<file path="config.mk">
export PLATFORM = sky130hd
export DESIGN_NAME = sdram_refresh_sched
export DESIGN_NICKNAME = d
export VERILOG_FILES = /design/src/rtl/sdram_refresh_sched_pkg.sv /design/src/rtl/sdram_refresh_sched_refi_timer.sv /design/src/rtl/sdram_refresh_sched.sv
export SDC_FILE = /design/constraint.sdc
export NUM_CORES = 1
export LEC_CHECK = 0
export ABC_AREA = 1
export BUFFER_PORTS_ARGS = -buffer_cell sky130_fd_sc_hd__buf_2
export CORE_MARGIN = 2
export CORE_UTILIZATION = 52
export CTS_CLUSTER_SIZE = 16
export DETAILED_ROUTE_END_ITERATION = 6
export PLACE_DENSITY_LB_ADDON = 0.1
export SLEW_MARGIN = 20
export SYNTH_ARGS = -nofsm -noshare
export SYNTH_HDL_FRONTEND = slang
export SYNTH_SLANG_ARGS = --single-unit
</file>
<file path="constraint.sdc">
create_clock -name sdram_clk -period 2.1 [get_ports sdram_clk]
set_input_delay 0.105 -clock sdram_clk [delete_from_list [all_inputs] [get_ports sdram_clk]]
set_output_delay 0.105 -clock sdram_clk [all_outputs]
set_load 0.05 [all_outputs]
</file>
<file path="src/rtl/sdram_refresh_sched_pkg.sv">
// Shared constants for the SDRAM refresh scheduler: FSM state encodings and default tREFI.
package sdram_refresh_sched_pkg;

  localparam int unsigned REFI_CYCLES_DEFAULT = 780;

  localparam logic [1:0] ST_IDLE       = 2'd0;
  localparam logic [1:0] ST_REQ        = 2'd1;
  localparam logic [1:0] ST_URGENT     = 2'd2;
  localparam logic [1:0] ST_URGENT_REQ = 2'd3;

  function automatic logic st_is_urgent(input logic [1:0] st);
    return (st == ST_URGENT) || (st == ST_URGENT_REQ);
  endfunction

  function automatic logic st_is_req(input logic [1:0] st);
    return (st == ST_REQ) || (st == ST_URGENT_REQ);
  endfunction

endpackage

</file>
<file path="src/rtl/sdram_refresh_sched_refi_timer.sv">
// tREFI reload down-counter; emits a one-cycle tick each time it expires while enabled.
module sdram_refi_timer
  import sdram_refresh_sched_pkg::*;
#(
  parameter int unsigned REFI_CYCLES = REFI_CYCLES_DEFAULT
) (
  input  logic clk,
  input  logic rst_n,
  input  logic en,
  output logic tick
);

  localparam int unsigned CW = $clog2(REFI_CYCLES);
  localparam logic [CW-1:0] RELOAD = CW'(REFI_CYCLES - 1);

  logic [CW-1:0] cnt_q, cnt_d;

  always_comb begin
    tick  = en && (cnt_q == '0);
    cnt_d = cnt_q;
    if (!en || (cnt_q == '0)) begin
      cnt_d = RELOAD;
    end else begin
      cnt_d = cnt_q - CW'(1);
    end
  end

  always_ff @(posedge clk or negedge rst_n) begin
    if (!rst_n) begin
      cnt_q <= RELOAD;
    end else begin
      cnt_q <= cnt_d;
    end
  end

endmodule

</file>
<file path="src/rtl/sdram_refresh_sched.sv">
// SDRAM auto-refresh scheduler: tracks owed refreshes, issues them lazily, drains them urgently.
// Optional refresh statistics counter enabled by defining SDRAM_REFRESH_STATS_EN.
module sdram_refresh_sched
  import sdram_refresh_sched_pkg::*;
#(
  parameter int unsigned REFI_CYCLES   = REFI_CYCLES_DEFAULT,
  parameter int unsigned MAX_POSTPONE  = 8,
  parameter int unsigned URGENT_THRESH = 6
) (
  input  logic                              sdram_clk,
  input  logic                              sdram_rst_n,
  input  logic                              en_i,
  input  logic                              sdram_idle_i,
  input  logic                              acc_i,
  output logic                              hold_o,
  output logic                              ref_req_o,
  input  logic                              ref_ack_i,
  output logic [$clog2(MAX_POSTPONE+1)-1:0] pending_o,
  output logic                              urgent_o,
  output logic                              overflow_o,
  output logic [15:0]                       ref_count_o
);

  localparam int unsigned PW = $clog2(MAX_POSTPONE + 1);
  localparam logic [PW-1:0] MAX_P = PW'(MAX_POSTPONE);
  localparam logic [PW-1:0] THR   = PW'(URGENT_THRESH);

  logic          tick;
  logic          ack_ok;
  logic [PW-1:0] pending_q, pending_d;
  logic          overflow_q, overflow_d;
  logic [1:0]    state_q, state_d;
  logic          ref_req_q, hold_q;

  sdram_refi_timer #(.REFI_CYCLES(REFI_CYCLES)) u_timer (
    .clk   (sdram_clk),
    .rst_n (sdram_rst_n),
    .en    (en_i),
    .tick  (tick)
  );

  assign ack_ok = ref_ack_i && ref_req_q && (pending_q != '0);

  always_comb begin
    pending_d  = pending_q;
    overflow_d = overflow_q;
    if (!en_i) begin
      pending_d = '0;
    end else begin
      if (tick && !ack_ok && (pending_q != MAX_P)) begin
        pending_d = pending_q + PW'(1);
      end else if (!tick && ack_ok) begin
        pending_d = pending_q - PW'(1);
      end
      if (tick && (pending_q == MAX_P)) begin
        overflow_d = 1'b1;
      end
    end
  end

  // Decisions look at pending_q; only the drain exit uses the post-ack value.
  always_comb begin
    state_d = state_q;
    if (!en_i) begin
      state_d = ST_IDLE;
    end else begin
      case (state_q)
        ST_IDLE: begin
          if (pending_q >= THR) begin
            state_d = ST_URGENT;
          end else if ((pending_q != '0) && sdram_idle_i && !acc_i) begin
            state_d = ST_REQ;
          end
        end
        ST_REQ: begin
          if (ack_ok) begin
            state_d = ST_IDLE;
          end else if (pending_q >= THR) begin
            state_d = ST_URGENT_REQ;
          end
        end
        ST_URGENT: begin
          if (sdram_idle_i) begin
            state_d = ST_URGENT_REQ;
          end
        end
        default: begin
          if (ack_ok && (pending_d == '0)) begin
            state_d = ST_IDLE;
          end
        end
      endcase
    end
  end

  always_ff @(posedge sdram_clk or negedge sdram_rst_n) begin
    if (!sdram_rst_n) begin
      state_q    <= ST_IDLE;
      pending_q  <= '0;
      overflow_q <= 1'b0;
      ref_req_q  <= 1'b0;
      hold_q     <= 1'b0;
    end else begin
      state_q    <= state_d;
      pending_q  <= pending_d;
      overflow_q <= overflow_d;
      ref_req_q  <= st_is_req(state_d);
      hold_q     <= st_is_urgent(state_d);
    end
  end

  assign ref_req_o  = ref_req_q;
  assign hold_o     = hold_q;
  assign urgent_o   = hold_q;
  assign pending_o  = pending_q;
  assign overflow_o = overflow_q;

`ifdef SDRAM_REFRESH_STATS_EN
  logic [15:0] ref_count_q;

  always_ff @(posedge sdram_clk or negedge sdram_rst_n) begin
    if (!sdram_rst_n) begin
      ref_count_q <= '0;
    end else if (ack_ok) begin
      ref_count_q <= ref_count_q + 16'd1;
    end
  end

  assign ref_count_o = ref_count_q;
`else
  assign ref_count_o = '0;
`endif

endmodule

</file>
Yosys cells after proc, flatten, opt, wreduce, memory -nomap -nowiden
Index checks and enable logic that the tools add are counted.
- register bits: 19
- bits of input ports: 6
- output and inout port bits: 24
- word-level logic and storage cells: 51
- add/sub/neg operators: 3
- magnitude comparators: 1
- eq/ne operators: 7
- multiplexer cells: 12
- reductions and logical operators: 22
- operator list (cell ; count):
    2-to-1 mux 2 bit ; 7
    2-to-1 mux 4 bit ; 3
    logical AND 1 bit ; 10
    logical NOT 10 bit ; 1
    2-to-1 mux 10 bit ; 1
    subtractor 10 x 1 -> 10 bit (second input constant) ; 1
    equality test 2 bit (second input constant) ; 3
    case mux 2 bit (3 select lines) ; 1
    adder 4 x 1 -> 4 bit (second input constant) ; 1
    equality test 2 x 1 -> 1 bit (second input constant) ; 2
    equality test 4 bit (second input constant) ; 1
    greater-or-equal comparator 4 x 3 -> 1 bit (second input constant) ; 1
    logical NOT 1 bit ; 4
    logical NOT 4 bit ; 1
    != test 4 bit (second input constant) ; 1
    nonzero test 4 bit ; 1
    subtractor 4 x 1 -> 4 bit (second input constant) ; 1
    logical OR 1 bit ; 3
    logical NOT 2 bit ; 1
    AND reduction 2 bit ; 1

Longest topological paths before layout
- depth in word-level cells: 14
- depth in mapped cells: 13
- mapped depth without buffers: 13

Hierarchy
From an unflattened synthesis, not the netlist that was laid out.
- cells, all modules: 170
- area, all modules: 1282.5 um^2
- modules (own cells, without submodules) (module ; instances ; cells each ; area an instance (um^2)):
    sdram_refresh_sched ; 1 ; 101 ; 747.0
    sdram_refi_timer ; 1 ; 69 ; 535.5

Worst setup path before layout
OpenSTA, ideal clock, no wires.
- path type: register -> register
- start point: register pending_q[0] (netlist: pending_o[0])
- end point: register hold_q (netlist: hold_o)
- library setup time: 0.125 ns
- data arrival time: 1.930 ns
- required time: 1.975 ns
- setup slack: 0.046 ns
- cell stages (with the launch flop): 13
- clock period less this slack: 2.054 ns
- cell sequence: dfrtp_1 inv_1 ha_1 nand2_2 nor2_4 nor2_4 nand2_2 nand2_1 nand3_1 nand2_1 nand3_1 nor2_2 nor2_1
- longest elaborated chain between the ends: 14
- elaborated cells between the ends (all ways): 27
- classes of those cells: add/sub (2); order compare (1); eq/ne (3); mux (10); reduce/logical (11)
- ends and longest elaborated chain (what ; line ; RTL):
    from (decl) ; sdram_refresh_sched.sv:30 ; logic [PW-1:0] pending_q, pending_d;
    from (signal assigned) ; sdram_refresh_sched.sv:105 ; pending_q <= pending_d;
    branches (longest 10 deep; another with subtractor 4 x 1 -> 4 bit) ; - ;
    case mux 2 bit (3 select lines) (*) ; sdram_refresh_sched.sv:67 ; case (state_q)
    2-to-1 mux 2 bit (*) ; sdram_refresh_sched.sv:64 ; if (!en_i) begin
    equality test 2 bit ; sdram_refresh_sched_pkg.sv:12 ; return (st == ST_URGENT) || (st == ST_URGENT_REQ);
    logical OR 1 bit (*) ; sdram_refresh_sched_pkg.sv:12 ;
    to (signal assigned) ; sdram_refresh_sched.sv:108 ; hold_q <= st_is_urgent(state_d);
    to (decl) ; sdram_refresh_sched.sv:33 ; logic ref_req_q, hold_q;
Every way passes the cells marked *.
A chain may end at the register's enable or synchronous reset.

Worst setup path in the final report
Ends and elaborated chain as after synthesis.

==> results.yml <==
timing:
  tns_ns: 0
  grt_setup_unrepaired: "no"
  max_freq_mhz: 538
  finalHoldViolations: 0
  fin_crit_ns: 1.86
  setup_viol: 0
  final_max_slew_viol_count: 0
  finalCritPeriodShare_pct: 88.6
  fin_worst_skew_ns: 0.00101
worst_setup_path:
  reg2reg_to: "hold_o"
  rr_startpoint: "pending_o[0]"
  end_kind: "flip-flop"
  worstPathArrival_ns: 2.04
  worstSetupPathType: "flip-flop to flip-flop"
  reg2reg_setup_slack_ns: 0.24
  slowest_stage: "dfrtp_1"
  crit_path_max_incr_delay_ns: 0.43
  crit_fanout: 6
  critical_path.startpoint: "pending_o[0]"
  crit_end: "hold_o"
  r2r_cells: 13
  worstPathRequired_ns: 2.28
  cp-start-kind: "flip-flop"
  crit_chain: "inv_2 > ha_1 > nand2_2 > nor2_4 > nor2_4 > nor2_4 > nand3_4 > nand2_1 > nand2_1 > nand3_1 > nand2_1 > nor2_2 > nor2_1"
placed_design:
  dp_hpwl_mm: 1.82
  port_buffers: 13
  place_inst: 199
  place.gp.congestion: 0.836
clocking:
  htreeDepth: 1
  cts_buffers: 3
  clk_latency_ns: 0.29
  cts_tree: "built"
  cts_root_buf: "clkbuf_4"
  cts_sinks: 18
  clkTransAtPathRegs_ns: 0.10
  cts.path.max_buffers: 2
synth:
  synth_cell_types: 24
  ys_seq_area_share_pct: 36.9
  ys_warn_count: 0
  syn-cell-area_mm2: 0.00124
  synth_ff_type: "dfrtp_1"
  postSynthAreaPerCell_um2: 7.77
  async_flop_share_pct: 100
  synth_edf_count: 0
  synth_cells: 159
  synth-seq-cells: 18
cells_and_area:
  layout-drive-gt1-share_pct: 20.5
  syn_to_final_growth_pct: 7.09
  fillers: 226
  fin_cells: 204
  final_common_cell: "nand2_1"
  layout_common_cells: "nand2_1 (26), inv_1 (22), nor2_1 (21)"
  n_antenna_cell: 0
  final_nets: 188
  finish.utilization_pct: 59.3
drt:
  vias: 1007
  drt_first_pass_iters: 4
  ant_nets: 0
  drt-initial-drc-count: 14
  drc: 0
  vias_per_cell: 4.94
  wl_per_cell_um: 11.2
  wl_mm: 2.28
floorplan:
  core-area_mm2: 0.00223
  num_rows: 17
  initial_core_util_pct: 55.4
  dieWidth_um: 52.8
  dieArea_mm2: 0.00278
  die_height_um: 52.8
  ioPinCount: 30
flow_run:
  drv_cap: 0
grt:
  antenna_found_initial: 0
  grt_pass1_wl_mm: 3.86
  grt_pass1_vias: 920
  overflow: 0
  grtUsageTotal_pct: 19.0
  grt_max_degree: 19
power:
  cellPowerDensity_mw_per_mm2: 512
  p_leak_nw: 0.739
  peakVddDrop_uv: 407
status:
  status: "finished clean"
hold_path:
  hp-class: "input port to flip-flop"
==> sequential cells by signal, indices dropped and copies added, names as in the netlist <==
register and cells:
hold_o 1, overflow_o 1, pending_o 4, state_q 2, u_timer.cnt_q 10
==> worst min path at each step <==
| stage | start | cells after the start | slack, ns | to |
|---|---|---|---|---|
| 4_1_cts | en_i | 3 | 0.10 | state_q[0] |
| 6_report | en_i | 3 | 0.11 | state_q[0] |
| 2_1_floorplan | sdram_rst_n | 0 | -0.19 | hold_o |
| 3_5_place_dp | sdram_rst_n | 1 | 0.05 | u_timer.cnt_q[2] |
| 3_3_place_gp | sdram_rst_n | 1 | 0.05 | u_timer.cnt_q[2] |
| 5_1_grt | en_i | 3 | 0.10 | state_q[0] |
==> repair_timing <==
| item | CTS | global route |
|---|---|---|
| hold buffers | 1 | 0 |
| buffers inserted | 0 | 0 |
| endpoints found under the hold margin | 13 | 0 |
| resized for setup | 0 | 2 |
| endpoints found under the setup margin | 0 | 1 |
==> kinds of logic (layout without fill, tap and decap cells) <==
family | after synthesis | in the layout | synth area share [%]
xor gates and xnor gates | 6 | 6 | 4.25
other | 1 | 16 | 0.303
adders and majority gates | 5 | 5 | 5.06
AOI/OAI and AO/OA | 15 | 15 | 7.29
buffers and inverters | 41 | 43 | 17.6
DFF | 18 | 18 | 36.9
and+or+nand+nor | 73 | 73 | 28.5
==> worst max-delay path, delay by kind of cell (launching register included) <==
family | cells | cell delay, ns
buffers and inverters | 1 | 0.11
and+or+nand+nor | 11 | 1.01
adders and majority gates | 1 | 0.21
DFF | 1 | 0.43
==> layout make-up <==
cell class,instances,area (µm²),area share (%)
multi-input cells,115,623,47.1
flip-flops and latches,18,457,34.5
inverters,24,90.1,6.81
repair buffers,15,82.6,6.24
clock buffers,4,36.3,2.74
well taps,28,35.0,2.65
==> power by group <==
part | internal, mW | total, mW | switching (mW)
clock network | 0.106 | 0.211 | 0.106
registers | 0.357 | 0.363 | 0.00642
logic | 0.0149 | 0.103 | 0.0885
==> Yosys cell counts (2+ instances only) <==
| master | n | area, µm² |
|---|---|---|
| a21oi_1 | 5 | 25.0 |
| a31oi_1 | 3 | 18.8 |
| buf_4 | 17 | 128 |
| dfrtp_1 | 13 | 325 |
| dfstp_2 | 5 | 131 |
| ha_1 | 5 | 62.6 |
| inv_1 | 23 | 86.3 |
| nand2_1 | 26 | 97.6 |
| nand2_2 | 2 | 12.5 |
| nand3_1 | 14 | 70.1 |
| nand4_1 | 2 | 12.5 |
| nor2_1 | 21 | 78.8 |
| nor2_2 | 2 | 12.5 |
| nor2_4 | 4 | 45.0 |
| o21ai_0 | 3 | 15.0 |
| o31ai_1 | 2 | 15.0 |
| xnor2_1 | 2 | 17.5 |
| xor2_1 | 4 | 35.0 |
==> per-layer routing <==
| metal | up-vias | part of all wire [%] | GRT usage (%) |
|---|---|---|---|
| met1 | 475 | 48 | 23.8 |
| met4 | 0 | 1.0 | 7.69 |
| met5 | - | 0 | 0 |
| met3 | 4 | 3.2 | 2.57 |
| li1 | 503 | - | - |
| met2 | 25 | 47 | 32.5 |
==> stage by stage <==
| step | power (mW) | worst slack, ns | hold WS (ns) | instance area [µm²] |
|---|---|---|---|---|
| after floorplan | 0.473 | 0.0456 | -0.191 | 1290 |
| after detailed placement | 0.471 | 0.219 | 0.0533 | 1270 |
| after CTS | 0.688 | 0.189 | 0.103 | 1320 |
| after global placement | 0.469 | 0.257 | 0.0519 | 1270 |
| final | 0.677 | 0.240 | 0.114 | 1320 |
| after global routing | 0.719 | 0.0403 | 0.104 | 1320 |
Note: power is estimated with default switching activity, not from simulation.
